$ cat config.mk
export PLATFORM = sky130hd
export DESIGN_NAME = check_ins_unit
export DESIGN_NICKNAME = d
export VERILOG_FILES = /design/src/rtl/check_ins_pkg.sv /design/src/rtl/check_ins_unit_pc_mux2.sv /design/src/rtl/check_ins_unit.sv
export SDC_FILE = /design/constraint.sdc
export NUM_CORES = 1
export LEC_CHECK = 0
export CORE_AREA = 2 2 90 92
export CTS_CLUSTER_DIAMETER = 120
export DETAILED_ROUTE_END_ITERATION = 8
export DIE_AREA = 0 0 92 94
export PLACE_DENSITY_LB_ADDON = 0.08
export SLEW_MARGIN = 0
export SYNTH_ARGS = -nofsm -noshare
export SYNTH_HDL_FRONTEND = slang
export SYNTH_SLANG_ARGS = --single-unit
$ cat constraint.sdc
create_clock -name clock -period 1.8 [get_ports clock]
set_clock_uncertainty 0.05 [all_clocks]
set_input_delay 0.36 -clock clock [delete_from_list [all_inputs] [get_ports clock]]
set_output_delay 0.36 -clock clock [all_outputs]
set_load 0.03 [all_outputs]
$ cat src/rtl/check_ins_pkg.sv
// Shared opcode constants, state encoding and instruction classifier
// for the instruction checker.
package check_ins_pkg;

    localparam logic [5:0]  OPC_COMM    = 6'h3F;
    localparam logic [5:0]  OPC_CTRL_LO = 6'h02;
    localparam logic [5:0]  OPC_CTRL_HI = 6'h07;
    localparam logic [31:0] NOP_WORD    = 32'h0000_0000;

    typedef enum logic {
        RUN,
        STALL
    } state_e;

    typedef enum logic [1:0] {
        CLS_NOP,
        CLS_NORMAL,
        CLS_CTRL,
        CLS_COMM
    } ins_class_e;

    function automatic ins_class_e classify(
        input logic [5:0] opcode,
        input logic       is_zero
    );
        ins_class_e cls;
        cls = CLS_NORMAL;
        unique case (1'b1)
            is_zero:                 cls = CLS_NOP;
            (opcode == OPC_COMM):    cls = CLS_COMM;
            (opcode >= OPC_CTRL_LO
             && opcode <= OPC_CTRL_HI): cls = CLS_CTRL;
            default:                 cls = CLS_NORMAL;
        endcase
        return cls;
    endfunction

endpackage

$ cat src/rtl/check_ins_unit_pc_mux2.sv
// Two-input combinational selector used for the fetch PC source.
module pc_mux2 #(
    parameter int width = 32
) (
    input  logic [width-1:0] in_0,
    input  logic [width-1:0] in_1,
    input  logic             signal,
    output logic [width-1:0] out
);

    assign out = signal ? in_1 : in_0;

endmodule

$ cat src/rtl/check_ins_unit.sv
// Classifies fetched instructions, forwards them to the CU, stalls
// for pipeline drain after control flow and selects the next PC.
module check_ins_unit
    import check_ins_pkg::*;
#(
    parameter int bus_width = 32,
    parameter int phases    = 5
) (
    input  logic                 clock,
    input  logic                 reset_n,
    input  logic [bus_width-1:0] ins_in,
    input  logic                 wait_for_next_in,
    input  logic [bus_width-1:0] pc_in_0,
    input  logic [bus_width-1:0] pc_in_1,
    output logic [bus_width-1:0] pc_out,
    output logic [bus_width-1:0] ins_out,
    output logic [18:0]          signal_out,
    output logic                 pc_choice_out,
    output logic                 cu_enable_out,
    output logic                 communication_enable_out
);

    localparam int CW = (phases < 2) ? 1 : $clog2(phases + 1);
    localparam logic [CW-1:0] CNT_INIT =
        (phases < 2) ? '0 : CW'(phases - 1);

    state_e               state_q, state_d;
    logic [CW-1:0]        cnt_q, cnt_d;
    logic [bus_width-1:0] ins_q, ins_d;
    logic [18:0]          sig_q, sig_d;
    logic                 pcsel_q, pcsel_d;
    logic                 cu_q, cu_d;
    logic                 comm_q, comm_d;
    ins_class_e           cls;

    assign cls = classify(ins_in[31:26], ins_in == '0);

    always_ff @(posedge clock or negedge reset_n) begin
        if (!reset_n) begin
            state_q <= RUN;
            cnt_q   <= '0;
            ins_q   <= '0;
            sig_q   <= '0;
            pcsel_q <= 1'b0;
            cu_q    <= 1'b0;
            comm_q  <= 1'b0;
        end else begin
            state_q <= state_d;
            cnt_q   <= cnt_d;
            ins_q   <= ins_d;
            sig_q   <= sig_d;
            pcsel_q <= pcsel_d;
            cu_q    <= cu_d;
            comm_q  <= comm_d;
        end
    end

    always_comb begin
        state_d = state_q;
        cnt_d   = cnt_q;
        if (!wait_for_next_in) begin
            unique case (state_q)
                RUN: begin
                    if (cls == CLS_CTRL && phases > 1) begin
                        state_d = STALL;
                        cnt_d   = CNT_INIT;
                    end
                end
                STALL: begin
                    cnt_d = cnt_q - 1'b1;
                    if (cnt_q <= 1) state_d = RUN;
                end
                default: state_d = RUN;
            endcase
        end
    end

    always_comb begin
        ins_d   = ins_q;
        sig_d   = sig_q;
        pcsel_d = 1'b0;
        cu_d    = 1'b0;
        comm_d  = 1'b0;
        if (!wait_for_next_in) begin
            unique case (state_q)
                RUN: begin
                    unique case (cls)
                        CLS_NOP: ins_d = '0;
                        CLS_NORMAL: begin
                            ins_d = ins_in;
                            cu_d  = 1'b1;
                        end
                        CLS_COMM: begin
                            ins_d  = '0;
                            sig_d  = ins_in[18:0];
                            comm_d = 1'b1;
                        end
                        CLS_CTRL: begin
                            ins_d   = ins_in;
                            cu_d    = 1'b1;
                            // no drain window: redirect right away
                            pcsel_d = (phases <= 1);
                        end
                        default: ins_d = '0;
                    endcase
                end
                STALL: begin
                    ins_d   = '0;
                    pcsel_d = (cnt_q == 1);
                end
                default: ins_d = '0;
            endcase
        end
    end

    assign ins_out                  = ins_q;
    assign signal_out               = sig_q;
    assign pc_choice_out            = pcsel_q;
    assign cu_enable_out            = cu_q;
    assign communication_enable_out = comm_q;

    pc_mux2 #(.width(bus_width)) u_pc_mux (
        .in_0  (pc_in_0),
        .in_1  (pc_in_1),
        .signal(pc_choice_out),
        .out   (pc_out)
    );

endmodule

==> impl_metrics.prom <==
# TYPE chip_impl_metric gauge
chip_impl_info{name="tritoncts",value="done"} 1
chip_impl_metric{name="yosys.cell_types.count",unit=""} 29
chip_impl_metric{name="synth-seq-area-share",unit=""} 0.5358
chip_impl_metric{name="synthesis.nets",unit=""} 288
chip_impl_metric{name="global_route.usage.total",unit=""} 0.2153
chip_impl_info{name="grt_setup_unrepaired",value="yes"} 1
chip_impl_metric{name="final_period_minus_worst_setup_slack",unit="ns"} 1.924
chip_impl_info{name="setup.worst_path.start_class",value="flop"} 1
chip_impl_metric{name="ir_drop_worst_vdd",unit="mV"} 0.5746
chip_impl_metric{name="top_level_ports",unit=""} 185
chip_impl_metric{name="layout.cell_area.non_filler",unit="sq um"} 5340
chip_impl_metric{name="antenna_diode_count",unit=""} 0
chip_impl_metric{name="report.final.slew_viol_count",unit=""} 0
chip_impl_metric{name="detail_route.drc_violations",unit=""} 0
chip_impl_metric{name="overflow",unit=""} 0
chip_impl_metric{name="numCtsBuffers",unit=""} 9
chip_impl_metric{name="synth-warning-count",unit=""} 0
chip_impl_metric{name="ctsLongestPathBuffers",unit=""} 2
chip_impl_metric{name="grt_antenna_before_repair",unit=""} 0
chip_impl_metric{name="layout-drive-gt1-share",unit=""} 0.3462
chip_impl_metric{name="number_of_global_route_vias_before_repair",unit=""} 2557
chip_impl_metric{name="finalSetupViolations",unit=""} 31
chip_impl_metric{name="drt.antenna.violating_nets",unit=""} 0
chip_impl_metric{name="floorplan.die.width",unit="um"} 92
chip_impl_metric{name="first_drt_iteration_drcs",unit=""} 96
chip_impl_info{name="timing.hold.worst.class",value="reg2reg"} 1
chip_impl_metric{name="viasPerCell",unit=""} 4.897
chip_impl_info{name="failed_checks",value="setup timing"} 1
chip_impl_metric{name="placement.cell_area",unit="sq um"} 4827
chip_impl_metric{name="achievable-frequency",unit="MHz"} 519.7
chip_impl_info{name="end_kind",value="output pin"} 1
chip_impl_metric{name="clk_transition_reported_paths",unit="ns"} 0.06
chip_impl_metric{name="dp_worst_setup_slack",unit="ns"} -0.3079
chip_impl_metric{name="power_density",unit="nW/um^2"} 977.3
chip_impl_info{name="cts_root_buf",value="clkbuf_8"} 1
chip_impl_metric{name="placeableCoreArea",unit="sq um"} 7607
chip_impl_metric{name="postSynthRegisterBits",unit=""} 58
chip_impl_metric{name="netlist_area_before_placement",unit="sq um"} 2709
chip_impl_metric{name="placement_rows",unit=""} 32
chip_impl_info{name="critical_path.cell_chain",value="buf_12, clkbuf_16, mux2_4, buf_6"} 1
chip_impl_metric{name="die_area",unit="sq um"} 8648
chip_impl_info{name="cpLargestDelayFamily",value="buffers and inverters"} 1
chip_impl_metric{name="clkLatencyLatePin",unit="ns"} 0.33
chip_impl_metric{name="layout-area-overhead-vs-synth",unit="%"} 97.14
chip_impl_metric{name="cp_num_buf_inv",unit=""} 3
chip_impl_info{name="outcome",value="complete, but fails checks"} 1
chip_impl_metric{name="final_critical_path_setup_slack",unit="ns"} -0.1243
chip_impl_metric{name="final_nets",unit=""} 510
chip_impl_metric{name="timing.critical_path.fanout_max",unit=""} 7
chip_impl_metric{name="total_leakage_power",unit="nW"} 2.762
chip_impl_metric{name="worst-slew-pin-transition",unit="ns"} 0.3438
chip_impl_metric{name="postSynthAreaPerCell",unit="sq um"} 14.49
chip_impl_metric{name="port_buffers",unit=""} 184
chip_impl_metric{name="critPathArrivalTime",unit="ns"} 1.51
chip_impl_metric{name="totalWireLength",unit="um"} 9838
chip_impl_metric{name="final.period_utilization",unit=""} 1.069
chip_impl_info{name="crit_path_top_delay_cell",value="dfrtp_2"} 1
chip_impl_metric{name="wl_per_cell",unit="um"} 19.10
chip_impl_info{name="path_class",value="reg2out"} 1
chip_impl_metric{name="worst_path_largest_cell_delay",unit="ns"} 0.42
chip_impl_metric{name="grt_pass1_wl",unit="um"} 14110
chip_impl_metric{name="layout.core_utilization",unit=""} 0.7020
chip_impl_metric{name="cts_sinks",unit=""} 58
chip_impl_metric{name="die_extent_in_y",unit="um"} 94
chip_impl_metric{name="syn-instance-count",unit=""} 187
chip_impl_metric{name="drtPass1Iterations",unit=""} 4
chip_impl_metric{name="drv_cap",unit=""} 0
chip_impl_metric{name="ctsHtreeMaxLevel",unit=""} 3
chip_impl_info{name="final_common_cell",value="clkdlybuf4s50_1"} 1
chip_impl_metric{name="slew_headroom",unit=""} 0.7687
chip_impl_metric{name="vias",unit=""} 2522
chip_impl_info{name="most_frequent_cells_in_the_layout",value="clkdlybuf4s50_1 (102), dfrtp_1 (57), mux2_4 (37)"} 1
chip_impl_metric{name="gp_congestion",unit=""} 0.7728
chip_impl_metric{name="fillerInstances",unit=""} 536
chip_impl_metric{name="initial_core_util",unit=""} 0.3561
chip_impl_metric{name="hold_viol_final",unit=""} 0
chip_impl_metric{name="worst-endpoint-required",unit="ns"} 1.39
chip_impl_metric{name="grt_max_degree",unit=""} 59
chip_impl_metric{name="place_hpwl",unit="um"} 7096
-- worst paths after layout --
kind / startpoint / end / slack (ns) / depth (start not counted)
setup reg to reg: state_q / signal_out[0] / 0.22 / 3
max in group asynchronous: reset_n / pc_choice_out / 0.92 / 3
setup / recovery: pc_choice_out / pc_out[15] / -0.12 / 4
hold reg to reg: cnt_q[0] / cnt_q[0] / 0.45 / 1
min in group asynchronous: reset_n / ins_out[10] / 0.50 / 3
hold / removal: cnt_q[0] / cnt_q[0] / 0.45 / 1
-- kinds of logic after synthesis --
family | count (synthesis) | synth area share
mux | 52 | 0.2420
compound gates | 40 | 0.1229
simple gates | 19 | 0.05173
buf+inv | 16 | 0.03833
fa+ha+maj | 2 | 0.009236
flops | 58 | 0.5358
-- power by group --
part           internal [mW]  switching [mW]
clock                  0.664           0.517
combinational           1.09            1.16
sequential              1.60           0.190
total                   3.35            1.87
-- cell type report --
type                    count  area [sq um]  share of cell area
repair buffers            224          2322              0.4349
flip-flops and latches     58          1453              0.2720
multi-input cells         113          1234              0.2310
clock buffers              10         137.6             0.02577
well taps                 102         127.6             0.02390
clock inverters             5         55.05             0.01031
inverters                   3         11.26            0.002109
-- registers in the layout (all words and copies together), names as in the netlist --
| register | count |
|---|---|
| signal_out | 19 |
| cu_enable_out | 1 |
| pc_choice_out | 1 |
| communication_enable_out | 1 |
| state_q | 1 |
| ins_out | 32 |
| cnt_q | 3 |
-- routing by layer --
| metal | track usage | vias up | part of all wire |
|---|---|---|---|
| met3 | 0.07384 | 11 | 0.083 |
| met1 | 0.2445 | 1237 | 0.39 |
| met2 | 0.3787 | 111 | 0.51 |
| met4 | 0.07463 | 0 | 0.015 |
| li1 | - | 1163 | - |
| met5 | 0 | - | 0 |
-- stage by stage --
stage	power, mW	hold slack [ns]	cells	setup TNS [ns]
after floorplan	2.977	0.01441	187	0
after global placement	4.052	0.3319	494	-7.102
after detailed placement	4.079	0.3398	494	-7.560
after CTS	5.228	0.4555	511	-2.490
after global routing	5.450	0.4671	515	-3.938
final	5.219	0.4517	515	-2.848
-- Yosys cell counts --
| master | number | share of area |
|---|---|---|
| dfrtp_1 | 58 | 0.54 |
| nand4_2 | 1 | 0.0046 |
| mux2_1 | 2 | 0.0083 |
| a22o_1 | 32 | 0.10 |
| mux2i_1 | 1 | 0.0037 |
| or4_1 | 1 | 0.0028 |
| a21boi_0 | 1 | 0.0028 |
| ha_1 | 2 | 0.0092 |
| nor4_4 | 1 | 0.0079 |
| nand2_1 | 2 | 0.0028 |
| nor2_1 | 1 | 0.0014 |
| o31ai_1 | 2 | 0.0055 |
| o22ai_1 | 1 | 0.0023 |
| buf_2 | 5 | 0.0092 |
| inv_1 | 3 | 0.0042 |
| a21oi_1 | 1 | 0.0018 |
| nor4_1 | 7 | 0.016 |
| nor3b_1 | 1 | 0.0028 |
| or2b_1 | 1 | 0.0028 |
| mux2_2 | 30 | 0.12 |
| o21ai_0 | 2 | 0.0037 |
| clkbuf_1 | 3 | 0.0042 |
| mux2_4 | 19 | 0.11 |
| nor3_1 | 1 | 0.0018 |
| nor3_2 | 1 | 0.0037 |
| a2bb2oi_1 | 1 | 0.0032 |
| nand4_1 | 1 | 0.0023 |
| nand3b_1 | 1 | 0.0028 |
| buf_6 | 5 | 0.021 |
-- what timing repair did --
action,4_1_cts,5_1_grt
endpoints found under the setup margin,55,58
hold buffers,1,0
hold endpoints to repair,58,0
pin swaps,0,0
gates cloned,0,3
gates resized for setup,58,54
setup buffers,1,1
Power figures use the tool's default switching activity.
